$ cat src/rtl/led_bank_sched.sv
// led_bank_sched: round-robin word writer for an enable-FF LED bank, with a shadow copy,
// a power-on clear sweep and a lamp-test sequence (all on, hold, restore).
module led_bank_sched #(
  parameter int NUM_REQ = 2,
  parameter int WIDTH = 8,
  parameter int NUM_WORDS = 4,
  parameter int LAMP_CYCLES = 1024,
  localparam int AW = NUM_WORDS > 1 ? $clog2(NUM_WORDS) : 1
) (
  input  logic                     clk_i,
  input  logic                     rst_ni,
  input  logic [NUM_REQ-1:0]       req_valid_i,
  output logic [NUM_REQ-1:0]       req_ready_o,
  input  logic [NUM_REQ*AW-1:0]    req_addr_i,
  input  logic [NUM_REQ*WIDTH-1:0] req_data_i,
  input  logic                     lamp_req_i,
  output logic [NUM_WORDS-1:0]     en_o,
  output logic [WIDTH-1:0]         d_o,
  output logic                     busy_o
);
  localparam int HW = $clog2(LAMP_CYCLES + 1);
  localparam int RW = NUM_REQ > 1 ? $clog2(NUM_REQ) : 1;
  localparam logic [AW-1:0] LAST_W = AW'(NUM_WORDS - 1);
  localparam logic [HW-1:0] LAST_H = HW'(LAMP_CYCLES - 1);
  typedef enum logic [2:0] {INIT, IDLE, LAMP_SET, LAMP_HOLD, LAMP_RESTORE} state_t;
  state_t state, state_n;
  logic [AW-1:0] cnt, cnt_n, addr;
  logic [HW-1:0] hold, hold_n;
  logic [RW-1:0] last, g, r;
  logic [WIDTH-1:0] data, d_n;
  logic [NUM_WORDS-1:0] en_n;
  logic [WIDTH-1:0] shadow [NUM_WORDS];
  logic found, fire, in_range;
  always_comb begin
    found = 1'b0;
    g = last;
    r = last;
    for (int i = 0; i < NUM_REQ; i++) begin
      r = (r == RW'(NUM_REQ - 1)) ? '0 : r + 1'b1;
      if (!found && req_valid_i[r]) begin
        found = 1'b1;
        g = r;
      end
    end
    addr = '0;
    data = '0;
    for (int i = 0; i < NUM_REQ; i++) begin
      if (g == RW'(i)) begin
        addr = req_addr_i[i*AW +: AW];
        data = req_data_i[i*WIDTH +: WIDTH];
      end
    end
  end
  assign fire = state == IDLE && !lamp_req_i && found;
  assign in_range = {1'b0, addr} < (AW + 1)'(NUM_WORDS);
  assign req_ready_o = fire ? NUM_REQ'(1) << g : '0;
  assign busy_o = state != IDLE;
  // en_o/d_o are loaded with the value belonging to the next state, so the
  // state register and the bank strobe stay cycle-aligned.
  always_comb begin
    state_n = state;
    cnt_n = '0;
    hold_n = '0;
    en_n = '0;
    d_n = d_o;
    case (state)
      INIT: begin
        // en_o is zero only in the first cycle after reset: start the sweep at word 0
        if (en_o != '0 && cnt == LAST_W) state_n = IDLE;
        else begin
          cnt_n = (en_o == '0) ? '0 : cnt + 1'b1;
          en_n = NUM_WORDS'(1) << cnt_n;
          d_n = '0;
        end
      end
      IDLE: begin
        if (lamp_req_i) begin
          state_n = LAMP_SET;
          en_n = NUM_WORDS'(1);
          d_n = '1;
        end else if (fire) begin
          en_n = in_range ? NUM_WORDS'(1) << addr : '0;
          d_n = in_range ? data : d_o;
        end
      end
      LAMP_SET: begin
        if (cnt == LAST_W) state_n = LAMP_HOLD;
        else begin
          cnt_n = cnt + 1'b1;
          en_n = NUM_WORDS'(1) << cnt_n;
          d_n = '1;
        end
      end
      LAMP_HOLD: begin
        if (hold == LAST_H) begin
          state_n = LAMP_RESTORE;
          en_n = NUM_WORDS'(1);
          d_n = shadow[0];
        end else hold_n = hold + 1'b1;
      end
      LAMP_RESTORE: begin
        if (cnt == LAST_W) state_n = IDLE;
        else begin
          cnt_n = cnt + 1'b1;
          en_n = NUM_WORDS'(1) << cnt_n;
          d_n = shadow[cnt_n];
        end
      end
      default: state_n = INIT;
    endcase
  end
  always_ff @(posedge clk_i or negedge rst_ni) begin
    if (!rst_ni) begin
      state <= INIT;
      cnt <= '0;
      hold <= '0;
      last <= RW'(NUM_REQ - 1);
      en_o <= '0;
      d_o <= '0;
      for (int w = 0; w < NUM_WORDS; w++) shadow[w] <= '0;
    end else begin
      state <= state_n;
      cnt <= cnt_n;
      hold <= hold_n;
      en_o <= en_n;
      d_o <= d_n;
      if (fire) begin
        last <= g;
        if (in_range) shadow[addr] <= data;
      end
    end
  end
endmodule

$ cat config.mk
export PLATFORM = sky130hd
export DESIGN_NAME = led_bank_sched
export DESIGN_NICKNAME = d
export VERILOG_FILES = /design/src/rtl/led_bank_sched.sv
export SDC_FILE = /design/constraint.sdc
export NUM_CORES = 1
export LEC_CHECK = 0
export CAP_MARGIN = 40
export CELL_PAD_IN_SITES_DETAIL_PLACEMENT = 1
export CELL_PAD_IN_SITES_GLOBAL_PLACEMENT = 2
export CORE_MARGIN = 1.5
export CORE_UTILIZATION = 35
export CTS_CLUSTER_DIAMETER = 50
export DETAILED_ROUTE_END_ITERATION = 7
export PLACE_DENSITY = 0.82
export SYNTH_ARGS = -nofsm -noshare
export SYNTH_HDL_FRONTEND = slang
export SYNTH_SLANG_ARGS = --single-unit
$ cat constraint.sdc
create_clock -name clk_i -period 2.25 [get_ports clk_i]
set_input_delay 0.45 -clock clk_i [delete_from_list [all_inputs] [get_ports clk_i]]
set_output_delay 0.45 -clock clk_i [all_outputs]
set_load 0.05 [all_outputs]
==> impl_metrics.toml, run 1 <==
[worst_setup_path]
start_kind = "input pin"
startpoint = "req_valid_i[0]"
r2r_setup_slack_ps = 180
critPathTopFamily = "buffers and inverters"
ff2ff_path_depth = 7
critPathBufInv = 3
max_stage_delay_ps = 470
cp-end-kind = "output port"
worstPathCellList = "clkdlybuf4s50_1 -> o211ai_1 -> a21oi_1 -> buf_4 -> buf_12"
cp_max_fo = 4
cp_slowest_cell = "clkdlybuf4s50_1"
reg2reg_from = "cnt[0]$_DFF_PN0_"
arrival_ps = 1740
rr_endpoint = "d_o[5]$_DFFE_PN0P_"
crit_type = "in2out"
endpoint = "req_ready_o[0]"
crit_cells = 5
worstPathRequired_ps = 1800

[floorplanning]
placementRows = 34
start_util = 0.362
fp.dieW_um = 98.0
coreArea_um2 = 8720
die_h_um = 98.0
die-area_um2 = 9610
ios = 40

[sta]
finalSetupViolCount = 0
whs_ps = 18.2
min_period_ps = 2190
slew_headroom = 0.662
fin_tns_setup_ps = 0
fin_skew_ps = 8.50
finalCritPeriodShare = 0.972
fmax_ghz = 0.457
setup_ws_ps = 62.8
worst-slew-pin-transition_ps = 506
drv_slew = 0
finalHoldViolCount = 0
rsz0062_at_grt = "no"

[synth]
ys_warn_count = 0
synth-simple-area-share = 0.181
synth-edff-count = 0
ys_seq_area_frac = 0.483
synth_ff_type = "dfrtp_1"
synth_top_family_by_area = "simple AND/OR/NAND/NOR gates"
synth_fa_ha_area_frac = 0.0238
synth.area.mux_share = 0.0760
yosys_register_bits = 61
netlist_instances = 331
synth_xor_area_frac = 0.0249
syn_avg_cell_area_um2 = 9.55
synth_cell_type_count = 42
synth_compound_area_frac = 0.177
postSynth.asyncResetShare = 1.00
syn-cell-area_um2 = 3160
synth_fp_nets = 362

[grt]
grt_overflow = 0
antenna_found_initial = 0
grt_pass1_vias = 2914
grtUsageTotal = 0.199
grt_max_degree = 34
grt_pass1_wl_um = 14900

[cts]
cts-root-buf = "clkbuf_8"
cts_inserted_buffers = 9
cts_tree = "done"
cts_max_level = 3
cts_sinks = 61
clk_latency_ps = 340
path_clk_slew_ps = 70
clk_path_buf_depth = 2

[drt]
via_per_inst = 5.18
dr.pass1.iters = 4
drt.antenna.violating_nets = 0
drc = 0
vias = 2667
routed_wl_um = 8740
wl_per_cell_um = 17.0
first_iter_violations = 57

[power_and_ir_drop]
peakVddDrop_mv = 0.748
p_leak_nw = 1.87
power_density_nw_per_um2 = 988
total_power_mw = 4.20

[outcome]
status = "finished clean"

[place]
dp_hpwl_um = 6320
finalWeightedCongestion = 0.775
postPlaceCellArea_um2 = 3980
place_inst = 497
portBuffers = 39
dp_slack_ps = -69.6

[final_layout]
multi_input_area_um2 = 1530
fillCellCount = 966
syn2layout_area_growth_pct = 34.5
final_cell_area_um2 = 4250
nNetsFinal = 433
seq_area_um2 = 1530
post-route-util = 0.488
stdcell_count = 515
drive_above_1_share = 0.170
n_antenna_cell = 0

[job]
maxCapViolations = 0

[min_path]
hp-class = "in2async"
## cell usage after synthesis, drive strengths merged, types with 2 or more instances
library cell | count | area, um^2
and3 | 2 | 12.5
nor2b | 4 | 25.0
a21oi | 39 | 206
mux2i | 24 | 240
or2b | 7 | 52.6
nand2b | 2 | 12.5
o41a | 8 | 90.1
xor2 | 5 | 43.8
and2 | 2 | 12.5
o22ai | 8 | 50.1
dfrtp | 60 | 1500
a21o | 2 | 15.0
or2 | 2 | 12.5
nand3 | 8 | 40.0
nand4 | 4 | 31.3
xnor2 | 4 | 35.0
nor4 | 3 | 33.8
a31oi | 3 | 18.8
clkbuf | 6 | 22.5
nand4b | 2 | 17.5
inv | 9 | 33.8
nor2 | 51 | 191
o211ai | 4 | 30.0
nor3 | 4 | 20.0
ha | 6 | 75.1
o21ai | 22 | 110
buf | 8 | 45.0
and2b | 2 | 15.0
nand2 | 23 | 88.8
## routing by layer
| layer | global-route usage | wire, um | share of wire | vias to the layer above |
|---|---|---|---|---|
| li1 | - | - | - | 1312 |
| met1 | 0.256 | 3970 | 0.45 | 1311 |
| met2 | 0.336 | 4410 | 0.50 | 38 |
| met3 | 0.0458 | 274 | 0.031 | 6 |
| met4 | 0.0527 | 82 | 0.0094 | 0 |
| met5 | 0 | 0 | 0 | - |
## how the worst min path moves through the flow
stage,cells past startpoint,startpoint,to,slack (ps)
global placement,1,rst_ni,state[0]$_DFFE_PN0P_,380
floorplan,0,rst_ni,cnt[0]$_DFF_PN0_,150
detailed placement,1,rst_ni,state[0]$_DFFE_PN0P_,380
finish,1,rst_ni,state[0]$_DFFE_PN0P_,20
CTS,1,rst_ni,state[2]$_DFFE_PN0P_,10
global route,1,rst_ni,state[2]$_DFFE_PN0P_,20
## cell families after synthesis
kind of cell / after synthesis
adders and majority gates: 6
AOI/OAI and AO/OA: 90
DFF: 61
buffers and inverters: 24
xor gates and xnor gates: 9
and+or+nand+nor: 117
muxes: 24
## cell usage in the layout, fill, tap and decap left out, types with 3 or more instances in the layout
cell and instances:
o21ai_0 22, nand4_1 3, inv_1 9, a21oi_2 3, o22ai_1 8, a21oi_1 36
nand3_1 8, xnor2_1 4, ha_1 6, buf_4 28, or2b_1 7, mux2i_1 24
nor2_1 49, clkdlybuf4s50_1 33, nor2b_1 4, nand2_1 22, buf_12 10, o41a_1 8
xor2_1 5, clkbuf_8 10, dfrtp_1 59, bufinv_16 3, o211ai_1 4, a31oi_1 3
nor3_1 4
## flip-flops by register name, summed over array words and instances (netlist names)
signal  flops
d_o         8
cnt         2
last        1
en_o        4
shadow     32
hold       11
state       3
## area by class of cell
cell class / instances / area share
clock inverter: 5 / 0.0253
inverter: 10 / 0.00883
multi-input combinational: 246 / 0.361
timing repair buffer: 74 / 0.180
clock buffer: 11 / 0.0333
sequential: 61 / 0.360
tap: 108 / 0.0318
## timing repair
item                                    CTS  global route
endpoints found under the setup margin    2             2
setup buffers                             1             1
pin swaps                                 1             0
hold buffers                              0             0
gates resized for setup                   3             3
## power by group
group	internal, mW	switching (mW)	leakage [nW]
logic	0.704	0.904	0.933
registers	1.25	0.137	0.812
clock network	0.770	0.442	0.124
No activity file was read; power rests on OpenSTA's default activity.
==> run 2: changes to the inputs <==
--- a/config.mk
+++ b/config.mk
@@ -8,6 +8,7 @@
 export CAP_MARGIN = 40
 export CELL_PAD_IN_SITES_DETAIL_PLACEMENT = 1
 export CELL_PAD_IN_SITES_GLOBAL_PLACEMENT = 2
+export CORE_ASPECT_RATIO = 1.25
 export CORE_MARGIN = 1.5
 export CORE_UTILIZATION = 35
 export CTS_CLUSTER_DIAMETER = 50
==> constraint.sdc (replaced) <==
create_clock -name clk_i -period 2.25 [get_ports clk_i]
set_input_delay 0.45 -clock clk_i [delete_from_list [all_inputs] [get_ports clk_i]]
set_output_delay 0.45 -clock clk_i [all_outputs]
set_load 0.01 [all_outputs]
==> run 2 against run 1 <==
Compared with the run above: sequential share of layout area rose by 0.90 points; hold slack improved by 68 ps; first-iteration DRC count rose by 25%; wire length fell by 3.7%; die area barely moved; critical endpoint is now req_ready_o[1]; largest power group is now sequential cells; global-route usage barely moved; cell count rose by 1.9%; highest routed layer unchanged; critical path type unchanged; clock power fell by 17%.
==> impl_metrics.toml, run 2 (same netlist as run 1, synthesis figures left out) <==
[sta]
fin_tns_setup_ps = 0
finalCritPeriodShare = 0.962
finalHoldViolCount = 0
fmax_ghz = 0.462
finalSetupViolCount = 0
worst-slew-pin-transition_ps = 413
fin_skew_ps = 8.89
rsz0062_at_grt = "no"
setup_ws_ps = 85.1
min_period_ps = 2160
slew_headroom = 0.724
drv_slew = 0

[cts]
cts-root-buf = "clkbuf_8"
cts_max_level = 3
holdBufCountCts = 0
cts_sinks = 61
cts_tree = "done"
clk_latency_ps = 360
path_clk_slew_ps = 70
cts_inserted_buffers = 9
clk_path_buf_depth = 2

[floorplanning]
die_h_um = 109
placementRows = 38
die-area_um2 = 9610
fp.dieW_um = 88.0
start_util = 0.361
coreArea_um2 = 8750
ios = 40

[grt]
use_met1 = 0.232
grt_use_met3 = 0.0333
grt_max_degree = 62
grt_overflow = 0
busiest_layer = "met2"
antenna_found_initial = 0
grtUsageTotal = 0.198
grt_pass1_wl_um = 14200
grt_pass1_vias = 2899
use_met2 = 0.342

[power_and_ir_drop]
power_density_nw_per_um2 = 892
total_power_mw = 3.69
p_leak_nw = 1.83
peakVddDrop_mv = 0.385

[final_layout]
seq_area_um2 = 1530
drive_above_1_share = 0.151
mostFrequentLayoutCells = "dfrtp_1, nor2_1, a21oi_1"
top_regs = "shadow x32, hold x11, d_o x8"
multi_input_area_um2 = 1530
fillCellCount = 1010
post-route-util = 0.474
largest_register_ffs = 32
n_antenna_cell = 0
final_common_cell = "dfrtp_1"
final_cell_area_um2 = 4140
nNetsFinal = 432
syn2layout_area_growth_pct = 31.1
largest_register = "shadow"

[drt]
drt.antenna.violating_nets = 0
wl_per_cell_um = 16.0
dr.pass1.iters = 4
via_per_inst = 5.14
drc = 0
routed_wl_um = 8420
vias = 2697
first_iter_violations = 71

[place]
dp_slack_ps = -192
dp_hpwl_um = 6220
postPlaceCellArea_um2 = 3920
finalWeightedCongestion = 0.859
portBuffers = 39

[min_path]
hp-class = "in2async"

[worst_setup_path]
worstPathRequired_ps = 1800
start_kind = "input pin"
cp_max_fo = 5
cp-end-kind = "output port"
arrival_ps = 1710
ff2ff_path_depth = 6
crit_type = "in2out"

[job]
maxCapViolations = 0

[outcome]
status = "finished clean"
run 2: timing repair:
item                                    in CTS  in global routing
gates cloned                                 0                  0
resized for setup                            3                  1
endpoints found under the setup margin       3                  1
hold endpoints to repair                     0                  0
pin swaps                                    1                  1
buffers inserted                             2                  1
run 2: path summary, 6_finish.rpt:
path / start / endpoint / slack (ps)
min in group clk_i: hold[0]$_DFF_PN0_ / hold[0]$_DFF_PN0_ / 480
setup reg to reg: cnt[0]$_DFF_PN0_ / d_o[7]$_DFFE_PN0P_ / 230
max in group asynchronous: rst_ni / last$_DFFE_PN1N_ / 1830
hold / removal: rst_ni / hold[5]$_DFF_PN0_ / 90
setup / recovery: req_valid_i[1] / req_ready_o[1] / 90
hold reg to reg: hold[0]$_DFF_PN0_ / hold[0]$_DFF_PN0_ / 480
run 2: layer usage:
layer	up-vias	share of wire
met2	50	0.51
li1	1306	-
met1	1325	0.43
met5	-	0
met4	0	0.030
met3	16	0.026
run 2: metrics by stage:
stage	cells	hold slack, ps
detailed placement	507	473
global route	525	114
CTS	524	98.2
floorplan	331	154
finish	525	86.1
global placement	507	446
run 2: area by class of cell:
cell class | instances | share of cell area
clock inverter | 4 | 0.0115
clock buffer | 11 | 0.0365
timing repair buffer | 73 | 0.169
inverter | 10 | 0.00906
tap | 120 | 0.0362
multi-input combinational | 246 | 0.369
sequential | 61 | 0.369
run 2: worst max-delay path: stages:
cell and delay, ps:
clkdlybuf4s50_1 480, or2_2 370, nand2_2 80, nor2_1 60
dlygate4sd2_1 270
run 2: where the power goes:
group / leakage, nW / total, mW / internal, mW / switching (mW)
Clock: 0.101 / 1.00 / 0.561 / 0.443
Combinational: 0.914 / 1.34 / 0.701 / 0.644
Sequential: 0.813 / 1.35 / 1.24 / 0.102
==> run 3: changes to the inputs <==
--- a/config.mk
+++ b/config.mk
@@ -5,15 +5,15 @@
 export SDC_FILE = /design/constraint.sdc
 export NUM_CORES = 1
 export LEC_CHECK = 0
-export CAP_MARGIN = 40
+export CAP_MARGIN = 20
 export CELL_PAD_IN_SITES_DETAIL_PLACEMENT = 1
 export CELL_PAD_IN_SITES_GLOBAL_PLACEMENT = 2
 export CORE_ASPECT_RATIO = 1.25
 export CORE_MARGIN = 1.5
 export CORE_UTILIZATION = 35
-export CTS_CLUSTER_DIAMETER = 50
 export DETAILED_ROUTE_END_ITERATION = 7
 export PLACE_DENSITY = 0.82
+export SLEW_MARGIN = 15
 export SYNTH_ARGS = -nofsm -noshare
 export SYNTH_HDL_FRONTEND = slang
 export SYNTH_SLANG_ARGS = --single-unit
==> results of run 3 <==
The final DEF is identical to that of run 2; final timing and power are the same.
